File: src/rtl/axi_rd_arbiter_2m.sv
// Two-master AXI3 read arbiter: round-robin grant of one burst at a time onto a
// single slave read port, with R beats routed back to the granted master and a
// sticky flag for RLAST/ARLEN disagreement.
module axi_rd_arbiter_2m #(
  parameter int unsigned AXI_DW = 64,
  parameter int unsigned AXI_AW = 32,
  parameter int unsigned AXI_IW = 8
) (
  input  logic              axi_clk_i,
  input  logic              axi_rst_i,
  // master 0 AR
  input  logic [AXI_IW-1:0] m0_arid_i,
  input  logic [AXI_AW-1:0] m0_araddr_i,
  input  logic [3:0]        m0_arlen_i,
  input  logic [2:0]        m0_arsize_i,
  input  logic [1:0]        m0_arburst_i,
  input  logic [1:0]        m0_arlock_i,
  input  logic [3:0]        m0_arcache_i,
  input  logic [2:0]        m0_arprot_i,
  input  logic              m0_arvalid_i,
  output logic              m0_arready_o,
  // master 0 R
  output logic [AXI_IW-1:0] m0_rid_o,
  output logic [AXI_DW-1:0] m0_rdata_o,
  output logic [1:0]        m0_rresp_o,
  output logic              m0_rlast_o,
  output logic              m0_rvalid_o,
  input  logic              m0_rready_i,
  // master 1 AR
  input  logic [AXI_IW-1:0] m1_arid_i,
  input  logic [AXI_AW-1:0] m1_araddr_i,
  input  logic [3:0]        m1_arlen_i,
  input  logic [2:0]        m1_arsize_i,
  input  logic [1:0]        m1_arburst_i,
  input  logic [1:0]        m1_arlock_i,
  input  logic [3:0]        m1_arcache_i,
  input  logic [2:0]        m1_arprot_i,
  input  logic              m1_arvalid_i,
  output logic              m1_arready_o,
  // master 1 R
  output logic [AXI_IW-1:0] m1_rid_o,
  output logic [AXI_DW-1:0] m1_rdata_o,
  output logic [1:0]        m1_rresp_o,
  output logic              m1_rlast_o,
  output logic              m1_rvalid_o,
  input  logic              m1_rready_i,
  // slave AR
  output logic [AXI_IW-1:0] s_arid_o,
  output logic [AXI_AW-1:0] s_araddr_o,
  output logic [3:0]        s_arlen_o,
  output logic [2:0]        s_arsize_o,
  output logic [1:0]        s_arburst_o,
  output logic [1:0]        s_arlock_o,
  output logic [3:0]        s_arcache_o,
  output logic [2:0]        s_arprot_o,
  output logic              s_arvalid_o,
  input  logic              s_arready_i,
  // slave R
  input  logic [AXI_IW-1:0] s_rid_i,
  input  logic [AXI_DW-1:0] s_rdata_i,
  input  logic [1:0]        s_rresp_i,
  input  logic              s_rlast_i,
  input  logic              s_rvalid_i,
  output logic              s_rready_o,
  // status
  output logic              grant_o,
  output logic              busy_o,
  output logic              len_err_o
);

  typedef enum logic [1:0] {ST_IDLE, ST_ADDR, ST_DATA} state_e;

  state_e              state_q, state_d;
  logic                last_grant_q, last_grant_d;
  logic                grant_q, grant_d;
  logic [3:0]          beat_cnt_q, beat_cnt_d;
  logic                len_err_q, len_err_d;
  logic [AXI_IW-1:0]   arid_q, arid_d;
  logic [AXI_AW-1:0]   araddr_q, araddr_d;
  logic [3:0]          arlen_q, arlen_d;
  logic [2:0]          arsize_q, arsize_d;
  logic [1:0]          arburst_q, arburst_d;
  logic [1:0]          arlock_q, arlock_d;
  logic [3:0]          arcache_q, arcache_d;
  logic [2:0]          arprot_q, arprot_d;
  logic                win;
  logic                beat;

  // State and captured AR fields; reset drops any burst in flight.
  always_ff @(posedge axi_clk_i) begin
    if (axi_rst_i) begin
      state_q      <= ST_IDLE;
      last_grant_q <= 1'b1;
      grant_q      <= 1'b0;
      beat_cnt_q   <= 4'd0;
      len_err_q    <= 1'b0;
      arid_q       <= '0;
      araddr_q     <= '0;
      arlen_q      <= 4'd0;
      arsize_q     <= 3'd0;
      arburst_q    <= 2'd0;
      arlock_q     <= 2'd0;
      arcache_q    <= 4'd0;
      arprot_q     <= 3'd0;
    end else begin
      state_q      <= state_d;
      last_grant_q <= last_grant_d;
      grant_q      <= grant_d;
      beat_cnt_q   <= beat_cnt_d;
      len_err_q    <= len_err_d;
      arid_q       <= arid_d;
      araddr_q     <= araddr_d;
      arlen_q      <= arlen_d;
      arsize_q     <= arsize_d;
      arburst_q    <= arburst_d;
      arlock_q     <= arlock_d;
      arcache_q    <= arcache_d;
      arprot_q     <= arprot_d;
    end
  end

  // Next-state: arbitration and AR accept in IDLE, handshake in ADDR, beat checking in DATA.
  always_comb begin
    state_d      = state_q;
    last_grant_d = last_grant_q;
    grant_d      = grant_q;
    beat_cnt_d   = beat_cnt_q;
    len_err_d    = len_err_q;
    arid_d       = arid_q;
    araddr_d     = araddr_q;
    arlen_d      = arlen_q;
    arsize_d     = arsize_q;
    arburst_d    = arburst_q;
    arlock_d     = arlock_q;
    arcache_d    = arcache_q;
    arprot_d     = arprot_q;
    m0_arready_o = 1'b0;
    m1_arready_o = 1'b0;
    // on a tie the master that did not win last time goes next
    win          = (m0_arvalid_i && m1_arvalid_i) ? ~last_grant_q : m1_arvalid_i;
    beat         = s_rvalid_i && s_rready_o;

    unique case (state_q)
      ST_IDLE: begin
        if (m0_arvalid_i || m1_arvalid_i) begin
          last_grant_d = win;
          grant_d      = win;
          state_d      = ST_ADDR;
          if (win) begin
            m1_arready_o = 1'b1;
            arid_d       = m1_arid_i;
            araddr_d     = m1_araddr_i;
            arlen_d      = m1_arlen_i;
            arsize_d     = m1_arsize_i;
            arburst_d    = m1_arburst_i;
            arlock_d     = m1_arlock_i;
            arcache_d    = m1_arcache_i;
            arprot_d     = m1_arprot_i;
          end else begin
            m0_arready_o = 1'b1;
            arid_d       = m0_arid_i;
            araddr_d     = m0_araddr_i;
            arlen_d      = m0_arlen_i;
            arsize_d     = m0_arsize_i;
            arburst_d    = m0_arburst_i;
            arlock_d     = m0_arlock_i;
            arcache_d    = m0_arcache_i;
            arprot_d     = m0_arprot_i;
          end
        end
      end
      ST_ADDR: begin
        if (s_arready_i) begin
          beat_cnt_d = 4'd0;
          state_d    = ST_DATA;
        end
      end
      ST_DATA: begin
        if (beat) begin
          beat_cnt_d = beat_cnt_q + 4'd1;
          if ((s_rlast_i && (beat_cnt_q != arlen_q)) ||
              (!s_rlast_i && (beat_cnt_q == arlen_q))) begin
            len_err_d = 1'b1;
          end
          if (s_rlast_i) begin
            state_d = ST_IDLE;
          end
        end
      end
      default: state_d = ST_IDLE;
    endcase
  end

  // R path: combinational steer of the slave read channel to the granted master.
  always_comb begin
    s_rready_o  = 1'b0;
    m0_rid_o    = '0;
    m0_rdata_o  = '0;
    m0_rresp_o  = 2'd0;
    m0_rlast_o  = 1'b0;
    m0_rvalid_o = 1'b0;
    m1_rid_o    = '0;
    m1_rdata_o  = '0;
    m1_rresp_o  = 2'd0;
    m1_rlast_o  = 1'b0;
    m1_rvalid_o = 1'b0;
    if (state_q == ST_DATA) begin
      if (grant_q) begin
        s_rready_o  = m1_rready_i;
        m1_rid_o    = s_rid_i;
        m1_rdata_o  = s_rdata_i;
        m1_rresp_o  = s_rresp_i;
        m1_rlast_o  = s_rlast_i;
        m1_rvalid_o = s_rvalid_i;
      end else begin
        s_rready_o  = m0_rready_i;
        m0_rid_o    = s_rid_i;
        m0_rdata_o  = s_rdata_i;
        m0_rresp_o  = s_rresp_i;
        m0_rlast_o  = s_rlast_i;
        m0_rvalid_o = s_rvalid_i;
      end
    end
  end

  assign s_arid_o    = arid_q;
  assign s_araddr_o  = araddr_q;
  assign s_arlen_o   = arlen_q;
  assign s_arsize_o  = arsize_q;
  assign s_arburst_o = arburst_q;
  assign s_arlock_o  = arlock_q;
  assign s_arcache_o = arcache_q;
  assign s_arprot_o  = arprot_q;
  assign s_arvalid_o = (state_q == ST_ADDR);
  assign grant_o     = grant_q;
  assign busy_o      = (state_q != ST_IDLE);
  assign len_err_o   = len_err_q;

endmodule

File: config.mk
export PLATFORM = sky130hd
export DESIGN_NAME = axi_rd_arbiter_2m
export DESIGN_NICKNAME = d
export VERILOG_FILES = /design/src/rtl/axi_rd_arbiter_2m.sv
export SDC_FILE = /design/constraint.sdc
export NUM_CORES = 1
export LEC_CHECK = 0
export CORE_AREA = 3 3 162 164
export DETAILED_ROUTE_END_ITERATION = 8
export DIE_AREA = 0 0 165 167
export GPL_TIMING_DRIVEN = 0
export PLACE_DENSITY_LB_ADDON = 0.3
export SYNTH_ARGS = -nofsm -noshare
export SYNTH_HDL_FRONTEND = slang
export SYNTH_SLANG_ARGS = --single-unit
File: constraint.sdc
create_clock -name axi_clk_i -period 2.7 [get_ports axi_clk_i]
set_clock_uncertainty 0.2 [all_clocks]
set_input_delay 0.81 -clock axi_clk_i [delete_from_list [all_inputs] [get_ports axi_clk_i]]
set_output_delay 0.81 -clock axi_clk_i [all_outputs]
set_load 0.005 [all_outputs]
==> After elaboration in Yosys (flattened, before gate mapping) <==
Index checks and enable logic that the tools add are counted.
{ "totals": {"latchBits": 0, "in_bits": 199, "mem_bits_ro": 0, "mem_count": 0, "output_inout_bits": 217, "ram_bits": 0, "regBits": 67, "word_cells": 82} }
{ "classes": {"n_div": 0, "n_bitwise": 1, "order_cmp": 0, "shifts": 0, "n_eq_ne": 8, "n_mul": 0, "n_addsub": 1, "n_mux": 45, "reduce_logical": 14} }
{ "op_table": {"columns": ["op", "n"], "rows": [
  ["two-way mux 64 bit", 4],
  ["two-way mux 8 bit", 5],
  ["two-way mux 32 bit", 1],
  ["two-way mux 2 bit", 10],
  ["two-way mux 1 bit", 17],
  ["two-way mux 4 bit", 4],
  ["case mux 4 bit (2 select lines)", 1],
  ["two-way mux 3 bit", 2],
  ["!= test 2 bit (second input constant)", 3],
  ["case mux 2 bit (3 select lines)", 1],
  ["AND reduction 3 bit", 2],
  ["adder 4 x 1 -> 4 bit (second input constant)", 1],
  ["== test 4 bit", 1],
  ["logical AND 1 bit", 4],
  ["!= test 4 bit", 1],
  ["AND reduction 4 bit", 1],
  ["nonzero test 2 bit", 2],
  ["== test 2 x 1 -> 1 bit (second input constant)", 1],
  ["== test 2 bit (second input constant)", 1],
  ["zero test 2 bit", 1],
  ["logical OR 1 bit", 2],
  ["!= test 2 x 1 -> 1 bit (second input constant)", 1],
  ["AND reduction 2 bit", 1],
  ["zero test 1 bit", 1],
  ["NOT 1 bit", 1]
]} }

==> Depth between registers and ports, before layout <==
Gate-level depths: netlist of the first run.
{ "logic_depth": {"depth_word": 5, "mapped_depth": 6, "depth_no_buf": 4} }

==> Least setup slack after synthesis of the first run <==
OpenSTA, ideal clock, no wires.
{ "synth_timing": {"path_type": "input-to-output", "from": "in m1_arvalid_i", "to": "out m1_arready_o", "n_path_buf": 2, "path_slack_ns": 0.271, "stages": 4, "arrival_ns": 1.419, "required_ns": 1.690, "cell_sequence": "a21boi_1 -> buf_4 -> buf_6 -> and2_1"} }
{ "synth_between": {"elab_chain_len": 5, "elab_cells_between_ends": 6, "cone_classes": "4 x mux; 2 x reduce/logical"} }
{ "synth_lines": {"columns": ["item", "line", "source"], "rows": [
  ["from (decl)", "38", "input logic m1_arvalid_i,"],
  ["logical AND 1 bit", "140", "win = (m0_arvalid_i && m1_arvalid_i) ? ~last_grant_q : m1_arvalid_i;"],
  ["two-way mux 1 bit", "140", null],
  ["two-way mux 1 bit", "149", "if (win) begin"],
  ["two-way mux 1 bit *", "145", "if (m0_arvalid_i || m1_arvalid_i) begin"],
  ["two-way mux 1 bit *", "143", "unique case (state_q)"],
  ["to (decl)", "39", "output logic m1_arready_o,"]
]} }
Every way passes the cells marked *; elsewhere a longest branch is shown, timed or not.

==> Worst setup path in the final report of the first run <==
{ "layout_timing": {"from": "reg state_q[0]", "to": "out m0_rdata_o[55]"} }
{ "layout_between": {"elab_chain_len": 2} }
{ "layout_lines": {"columns": ["item", "line", "source"], "rows": [
  ["from (decl)", "73", "state_e state_q, state_d;"],
  ["from (signal assigned)", "106", "state_q <= state_d;"],
  ["== test 2 bit", "207", "if (state_q == ST_DATA) begin"],
  ["two-way mux 64 bit", "207", null],
  ["to (decl)", "24", "output logic [AXI_DW-1:0] m0_rdata_o,"]
]} }
No other way between the ends.

==> metrics, run 1 <==
Fin. Hold Viols=0; Clock transition at path regs=about 0.060 ns; CTS H-Tree Depth=3; clock sink total=67; fin. max-slew vios=0; final core utilization=between 30% and 40%; routability cong.=roughly 0.82; area of the multi-input gates=between 0.002 and 0.003 mm^2; FMAX=0.364 GHz; GRT Util Overall=roughly 17%; Syn Area/Cell=slightly below 9 um^2; Worst VDD drop=slightly above 0.0003 V; IO Port Bufs=slightly above 400; synth warn=0; final setup margin=-0.0498 ns; pwr/cell area=~400 mW/mm^2; setup TNS=-0.191 ns; post-route ant nets=0; Nets=1155; CP Max Fanout=6; DRT Wirelength=24400 um; ratio of cells with drive above 1 in the final layout=around 29%; tightest hold margin=between 0.2 and 0.3 ns; cts hold-fix bufs=0; Clk Latency, worst-skew pair=about 0.33 ns; min cycle time layout=roughly 2.7 ns; number of CTS-inserted buffers=9; hold path depth=2; total leakage power=4.31 nW; FF-to-FF path depth=7; DRC Markers=0; Storage cell area=~0.0013 mm^2; post-route cell area=approximately 0.0095 mm^2; Setup violations, final=10; vias=between 5000 and 6000; total power=~3.8 mW; Hold WC Path Type=flop to flop; Vias per Instance=about 4.0; die span in x=165 um; CTS root buffer=clkbuf_16; FF+latch count, synth=67; Cell Rows=58; Initial Utilization=around 17%; Clock Path Buffers=2; Setup CP Type=flop to primary output; IO Pins=416; synth unique cells=32; Worst-Margin Slew=~0.7 ns; Die Height=approximately 170 um; max-cap viol count=0; cell count after placement=about 1200; CTS tree=done; syn_nets=~690; DRT iter0 DRCs=180; Critical Path AT=between 1.5 and 2 ns; Relative slew margins=between 50% and 60%; routed len/inst=~19 um; Tcrit/Tclk final=102%; area of the die=around 0.028 mm^2; Post-Syn Instances=approximately 490; router iterations before antenna repair=4; Critical Path Sink Type=primary output; vias in the first global route=~5000; total gr overflow=0; CORE AREA=approximately 0.025 mm^2; hpwl dp=roughly 20000 um; fillers=2563; maximum number of pins on one net before global-route repair=13; Area after DPL=just under 0.009 mm^2; status=finished, violations left; unrepaired setup endpoints after global routing=true; Critical Path Source Type=flop; antenna violations before repair=10; Critical Path RT=between 1.5 and 2 ns; cell area after synthesis=around 0.0043 mm^2; Seq/Total Area, Yosys=between 30% and 40%; Area growth, synth to finish=122%; non-filler cells, final=between 1000 and 1500; violated checks=setup timing; setup slack at placement=-0.984 ns; first-pass GRT wire length=about 34000 um
## synth_stat cells
| library cell | n | area (um^2) |
|---|---|---|
| o21ai_0 | 2 | 10.0 |
| nand3_1 | 1 | 5.00 |
| nor2b_1 | 1 | 6.26 |
| nor2_2 | 1 | 6.26 |
| o21a_1 | 1 | 7.51 |
| nand2_1 | 3 | 11.3 |
| mux2i_1 | 59 | 591 |
| ha_1 | 1 | 12.5 |
| nand3b_1 | 1 | 7.51 |
| a21o_1 | 1 | 7.51 |
| nor2_1 | 68 | 255 |
| a31oi_1 | 1 | 6.26 |
| dfxtp_1 | 67 | 1340 |
| inv_1 | 3 | 11.3 |
| nand4b_1 | 1 | 8.76 |
| buf_4 | 7 | 52.6 |
| clkbuf_2 | 8 | 40.0 |
| and2_1 | 153 | 957 |
| clkbuf_1 | 13 | 48.8 |
| nor3_1 | 1 | 5.00 |
| or2_2 | 1 | 6.26 |
| nand4_1 | 1 | 6.26 |
| a211oi_2 | 36 | 450 |
| nor3b_1 | 1 | 7.51 |
| nand2b_1 | 3 | 18.8 |
| a21boi_1 | 1 | 7.51 |
| a211oi_1 | 22 | 165 |
| buf_2 | 4 | 20.0 |
| o221ai_1 | 1 | 8.76 |
| buf_6 | 11 | 124 |
| xnor2_1 | 7 | 61.3 |
| a21oi_1 | 5 | 25.0 |
## cell usage in the layout, fill, tap and decap left out, types with 4 or more instances in the layout
cell type	count
dfxtp_1	64
buf_4	33
nor2_4	4
clkdlybuf4s15_2	12
clkbuf_1	8
dlymetal6s2s_1	12
clkdlybuf4s50_1	246
diode_2	6
buf_2	22
xnor2_1	7
clkbuf_2	56
nor2_1	64
a211oi_1	22
clkdlybuf4s15_1	11
buf_6	52
clkbuf_16	11
a21oi_1	5
and2_4	28
buf_8	6
and2_1	125
dlygate4sd2_1	37
a211oi_2	36
mux2i_1	58
## critical path: stages (launching register included)
cell	delay, ns
dfxtp_2	0.35
nand2b_4	0.17
nor2_4	0.05
buf_8	0.13
buf_6	0.12
buf_8	0.12
buf_6	0.11
buf_6	0.10
and2_4	0.15
buf_6	0.11
## flip-flops by register name, summed over array words and instances (netlist names)
signal        count
s_araddr_o       32
s_arprot_o        3
len_err_o         1
last_grant_q      1
s_arsize_o        3
s_arid_o          8
s_arburst_o       2
beat_cnt_q        4
s_arcache_o       4
grant_o           1
s_arlock_o        2
state_q           2
s_arlen_o         4
## power breakdown
| part | total (mW) | switching (mW) | leakage (nW) | internal (mW) |
|---|---|---|---|---|
| combinational | 1.35 | 0.543 | 3.59 | 0.806 |
| sequential | 1.18 | 0.0727 | 0.557 | 1.11 |
| clock | 1.28 | 0.472 | 0.157 | 0.811 |
## final timing paths
check / from / end / slack, ns
min reg2reg: s_araddr_o[30] / s_araddr_o[30] / 0.30
max: state_q[0] / m0_rdata_o[55] / -0.05
max reg2reg: state_q[0] / s_arid_o[7] / 0.83
min: s_araddr_o[30] / s_araddr_o[30] / 0.30
## what timing repair did
item	CTS	global route
pin swaps	8	9
cloned	1	2
buffers inserted	23	21
endpoints found under the hold margin	0	0
gates resized for setup	397	185
setup endpoints to repair	155	146
## metal layers
metal	global-route usage, %	up-vias	wire length, um
li1	-	2577	-
met1	17.5	2355	8830
met2	31.1	243	13000
met3	4.73	32	1980
met4	5.62	2	601
met5	0	-	13
## cells by family after synthesis
family	share of synthesized area, %
AO/OA/AOI/OAI	16.0
XOR/XNOR	1.43
adder cells (fa/ha/maj)	0.291
buffers and inverters	6.91
flip-flops	31.3
multiplexers	13.8
AND/OR/NAND/NOR	30.3
## area by class of cell
| cell class | instances | share of cell area, % |
|---|---|---|
| antenna | 6 | 0.157 |
| buffer | 39 | 4.39 |
| clock buffer | 10 | 2.40 |
| clock inverter | 6 | 0.917 |
| inverter | 3 | 0.118 |
| multi-input combinational | 373 | 29.2 |
| sequential | 67 | 14.1 |
| tap | 330 | 4.32 |
| timing repair buffer | 462 | 44.4 |
Note: power is estimated with default switching activity, not from simulation.
==> run 2, diff against run 1 <==
==> config.mk (replaced) <==
export PLATFORM = sky130hd
export DESIGN_NAME = axi_rd_arbiter_2m
export DESIGN_NICKNAME = d
export VERILOG_FILES = /design/src/rtl/axi_rd_arbiter_2m.sv
export SDC_FILE = /design/constraint.sdc
export NUM_CORES = 1
export LEC_CHECK = 0
export CORE_AREA = 2 2 161 163
export DETAILED_ROUTE_END_ITERATION = 8
export DIE_AREA = 0 0 163 165
export GPL_TIMING_DRIVEN = 0
export SYNTH_ARGS = -nofsm -noshare
export SYNTH_HDL_FRONTEND = slang
export SYNTH_SLANG_ARGS = --single-unit
==> metrics, run 2 (synthesis gave the netlist of run 1 again) <==
cell internal pwr=about 2.7 mW; Relative slew margins=51.0%; Initial Utilization=between 10% and 20%; Fin. Hold Viols=0; IO Pins=roughly 420; Setup CP Type=flop to primary output; pwr/cell area=roughly 400 mW/mm^2; hold path depth=2; r2r endpoint=s_araddr_o[31]; post-route ant nets=0; Hold WC Path Type=flop to flop; CTS tree=done; CTS root buffer=clkbuf_16; IO Port Bufs=415; area of the multi-input gates=0.00276 mm^2; Area growth, synth to finish=118%; CORE AREA=between 0.02 and 0.03 mm^2; Storage cell area=between 0.001 and 0.0015 mm^2; vias in the first global route=around 5200; Worst VDD drop=roughly 0.00024 V; Critical Path RT=around 1.7 ns; cts hold-fix bufs=0; router iterations before antenna repair=4; clock sink total=between 60 and 70; hold path start=s_arid_o[6]; final setup margin=-0.0672 ns; Clk Latency, worst-skew pair=between 0.3 and 0.4 ns; Setup violations, final=5; Cell Rows=58; FMAX=between 0.3 and 0.4 GHz; violated checks=setup timing; GRT Util Overall=around 16%; CTS H-Tree Depth=3; Critical Path Max Stage Delay=between 0.3 and 0.4 ns; P_sw=1.09 mW; CP Max Fanout=9; Largest delay share family, worst path=buffers and inverters; WHS Endpoint=s_arid_o[6]; fin. max-slew vios=0; setup slack at placement=-1.00 ns; Critical Path Slowest Stage Cell=dfxtp_2; area of the die=roughly 0.027 mm^2; DRT Wirelength=roughly 23000 um; max-cap viol count=0; Clock Path Buffers=2; min cycle time layout=~2.8 ns; number of CTS-inserted buffers=9; die span in x=163 um; Largest register FFs=32; setup TNS=-0.268 ns; routability cong.=0.757; Clk network pwr share=roughly 33%; Seq pwr share=a little under a third; most frequent CP cell=buf_4; routed len/inst=about 18 um; CP cell instances=nand2b_4, buf_6, nor2_4, buf_8, buf_4, clkbuf_8, buf_4, and2_1, buf_2; first-pass GRT wire length=about 32000 um; Reg-to-Reg Start=state_q[0]; reg2reg setup slack=0.89 ns; maximum number of pins on one net before global-route repair=14; Vias per Instance=between 4 and 5; total gr overflow=0; vias=5230; Critical Path Sink Type=primary output; Critical Path Source Type=flop; antenna violations before repair=10; hpwl dp=about 19000 um; commonest cells after routing, fill and taps aside=clkdlybuf4s50_1, and2_1, nor2_1, dfxtp_1, mux2i_1; Tcrit/Tclk final=102%; Gate power share=between 30% and 40%; unrepaired setup endpoints after global routing=true; status=finished, violations left; Area after DPL=~0.009 mm^2; commonest non-fill, non-tap cell in the layout=clkdlybuf4s50_1; Worst-Margin Slew=0.735 ns; DRT iter0 DRCs=approximately 130; post-route cell area=roughly 0.0094 mm^2; fillers=approximately 2600; final core utilization=37.3%; Clock transition at path regs=0.06 ns; FF-to-FF path depth=7; Nets=around 1200; Critical Path AT=about 1.8 ns; Die Height=roughly 170 um; DRC Markers=0; Sw Ratio=roughly 30%; ratio of cells with drive above 1 in the final layout=28.6%; Buf+Inv Stages, Crit Path=6; total leakage power=~4.3 nW
-- run 2: cell count changes in the layout (fill, tap and decap cells not counted), moves of 4 or more --
cell             previous run  this run
and2_4                     28        19
clkdlybuf4s15_2            12         3
clkbuf_8                    2         7
clkdlybuf4s15_1            11         6
dlygate4sd2_1              37        41
buf_2                      22        44
and2_1                    125       134
buf_6                      52        30
buf_4                      33        38
-- run 2: power groups by stage --
stage	registers (mW)	clock network, mW	logic, mW
after detailed placement	1.20	0	1.30
after global placement	1.20	0	1.29
after CTS	1.18	1.27	1.33
after global routing	1.20	1.32	1.44
after floorplan	1.20	0	0.496
final	1.18	1.23	1.33
-- run 2: layout make-up --
class / count / area share (%)
repair buffers: 460 / 43.5
multi-input cells: 373 / 29.5
flip-flops and latches: 67 / 14.4
plain buffers: 41 / 4.60
well taps: 330 / 4.42
clock buffers: 10 / 2.56
clock inverters: 6 / 0.763
diodes: 6 / 0.161
inverters: 3 / 0.120
-- run 2: worst max path at each step --
| stage | to | cells past startpoint | startpoint | slack [ns] |
|---|---|---|---|---|
| final | m1_rdata_o[44] | 9 | state_q[0] | -0.07 |
| after global routing | m1_rdata_o[49] | 9 | state_q[0] | -0.15 |
| after CTS | m0_rdata_o[45] | 6 | state_q[0] | -0.26 |
| after detailed placement | m1_arready_o | 6 | m1_arvalid_i | -1.00 |
| after global placement | m1_arready_o | 6 | m1_arvalid_i | -0.97 |
| after floorplan | m1_arready_o | 4 | m1_arvalid_i | 0.27 |
-- run 2: per-stage QoR --
step / instances / hold slack, ns / power, mW
floorplan: 486 / 0.294 / 1.70
global placement: 1231 / 0.287 / 2.49
detailed placement: 1231 / 0.293 / 2.50
CTS: 1271 / 0.301 / 3.79
global route: 1292 / 0.310 / 3.95
finish: 1296 / 0.297 / 3.75
-- run 2: metal layers --
layer	GRT usage (%)	routed length, um	up-vias
met1	16.7	8680	2374
li1	-	-	2582
met5	0	30	-
met3	4.82	1810	34
met4	5.31	857	4
met2	30.7	12100	236
-- run 2: worst register-to-register path: cells and delay by family, from the launching register on --
family	cells	cell delay, ns
buffers and inverters	3	0.56
DFF	1	0.32
AOI/OAI and AO/OA	2	0.36
and+or+nand+nor	2	0.30
-- run 2: what timing repair did --
action,CTS,global route
buffers inserted,20,19
cloned,4,3
endpoints found under the setup margin,155,108
gates resized for setup,305,262
pin swaps,4,3
==> edit: new RTL, settings of run 2 <==
Encoding of `state_e`: now one-hot (3 bits for 3 states).
--- a/src/rtl/axi_rd_arbiter_2m.sv
+++ b/src/rtl/axi_rd_arbiter_2m.sv
@@ -70,3 +70,3 @@
 
-  typedef enum logic [1:0] {ST_IDLE, ST_ADDR, ST_DATA} state_e;
+  typedef enum logic [2:0] {ST_IDLE = 3'b001, ST_ADDR = 3'b010, ST_DATA = 3'b100} state_e;
 
Check against the original RTL: no difference found for any inputs over 4 cycles, from zero or initial values and one cycle with axi_rst_i high; so few cycles prove little.
==> edit against run 2 <==
The flow still finishes with violations (negative setup slack). Power up 26%. Area after synthesis up 0.26%. Utilization up 5.6 points. Count of clock-buffer cells in the layout down 1. Die area unchanged. Final area up 15%. Global-route usage up 1.6 points. First-iteration DRC count up 69%. Highest routed layer is now met4. Sequential cell count up 1. Wire length up 12%. Clock power up 6%. Combinational power up 57%. Setup slack worse by 0.36 ns.
==> edit: results (changes against run 2) <==
RUN STATUS
--------------------------------------------------------------------------------
Status                                                              complete, but fails checks
Violated checks                                                     negative setup slack

CLOCK TREE
--------------------------------------------------------------------------------
Number of buffers added for setup after CTS                                   78   +290%

PLACED DESIGN
--------------------------------------------------------------------------------
Placer congestion estimate                                                 0.831   +9.7%
Post-place setup slack                                                  -1.22 ns   -0.215 ns

FINAL LAYOUT
--------------------------------------------------------------------------------
Total number of nets in the final design                                    1239   +7.3%
Count of buffers not belonging to the clock network in the layout            575   +15%
Multi-input combinational cell area                                   3010 sq um   +9.2%
Sequential fraction of total cell area                                     12.8%   -1.6 points
Share of cells above drive strength 1                                      41.0%   +12 points
Fraction of area in clock buffers and inverters                            3.01%   -0.31 points
Fill cell total of the finished layout                                      2453   -6.3%

ROUTE
--------------------------------------------------------------------------------
Routed vias                                                                 5948   +14%
Met3 wire len                                                            1.85 mm   +2.0%
Drt wl/cell                                                         19.1 microns   +5.7%
First DRT Iteration DRCs                                                     215   +69%
Amount of wire on met2 after detailed routing                            13.8 mm   +15%
First-pass iteration count of the detailed router                              7   +3

CRITICAL PATH
--------------------------------------------------------------------------------
Crit path to                                                         m0_rid_o[4]
Critical path data arrival time                                          2.12 ns   +0.36 ns
Setup slack of the most critical reg-to-reg path                         0.60 ns   -0.29 ns
Slowest stage cell, crit path                                       sky130_fd_sc_hd__or3b_4
Cell class contributing the biggest share of worst-path delay       simple AND/OR/NAND/NOR gates

WORST HOLD PATH
--------------------------------------------------------------------------------
Cell depth of the worst min-delay path                                         1   -1
Worst Min Path Start                                                len_err_o$_SDFFE_PP0P_
Hold EP                                                             len_err_o$_SDFFE_PP0P_

SYNTHESIS
--------------------------------------------------------------------------------
Net count after synthesis                                                    703   +2.5%
Adder-cell share of the synthesized area                                  0.291%   -0.00076 points
Post-synth cell types                                                         40   +25%
Top cell types by occurrence after synthesis                        sky130_fd_sc_hd__and2_1, sky130_fd_sc_hd__and3_1, sky130_fd_sc_hd__dfxtp_1, sky130_fd_sc_hd__nor2_1, sky130_fd_sc_hd__mux2i_1
Synth area leaders                                                  sky130_fd_sc_hd__dfxtp_1, sky130_fd_sc_hd__mux2i_1, sky130_fd_sc_hd__and2_1

TIMING
--------------------------------------------------------------------------------
Relative slew slack                                                        60.5%   +9.5 points
Sum of negative setup slack                                            -28.79 ns   -28.52 ns
Worst setup margin                                                     -0.431 ns   -0.364 ns
Setup-violating endpoint count in the final report                           139   +134
Fin Hold WS                                                             0.294 ns   -0.00339 ns

GRT
--------------------------------------------------------------------------------
First-pass GRT wire length                                               35.5 mm   +11%
Overall fraction of global-route tracks in use                             17.7%   +1.6 points

PWR
--------------------------------------------------------------------------------
Max VDD drop                                                            0.328 mV   +34%
Power Density                                                        439 nW/um^2   +9.7%
Clock-net power                                                          1.30 mW   +6%
Fraction of power consumed by combinational cells                          44.2%   +8.6 points
Total leakage power                                                      4.95 nW   +15%

edit: changes by cell type after synthesis, moves of 3 or more:
cell and delta:
sky130_fd_sc_hd__a211oi_1 +21, sky130_fd_sc_hd__a211oi_2 -21, sky130_fd_sc_hd__and2_1 -75, sky130_fd_sc_hd__and3_1 +76, sky130_fd_sc_hd__buf_2 +5, sky130_fd_sc_hd__buf_6 -5, sky130_fd_sc_hd__clkbuf_1 +10, sky130_fd_sc_hd__nor2_1 -5
sky130_fd_sc_hd__xnor2_1 -3
edit: through the flow:
step / utilization (%) / instance area, sq um / std cells
floorplan: - / 4300 / 503
CTS: 40.4 / 10100 / 1348
global placement: 35.4 / 8870 / 1248
detailed placement: 35.4 / 8870 / 1248
finish: 43.0 / 10800 / 1379
global route: 42.9 / 10800 / 1377
edit: layer usage:
metal | vias to the layer above | global-route usage, %
met3 | 44 | 4.55
met2 | 282 | 33.6
met4 | 0 | 7.04
met5 | - | 0
li1 | 2872 | -
met1 | 2750 | 18.5
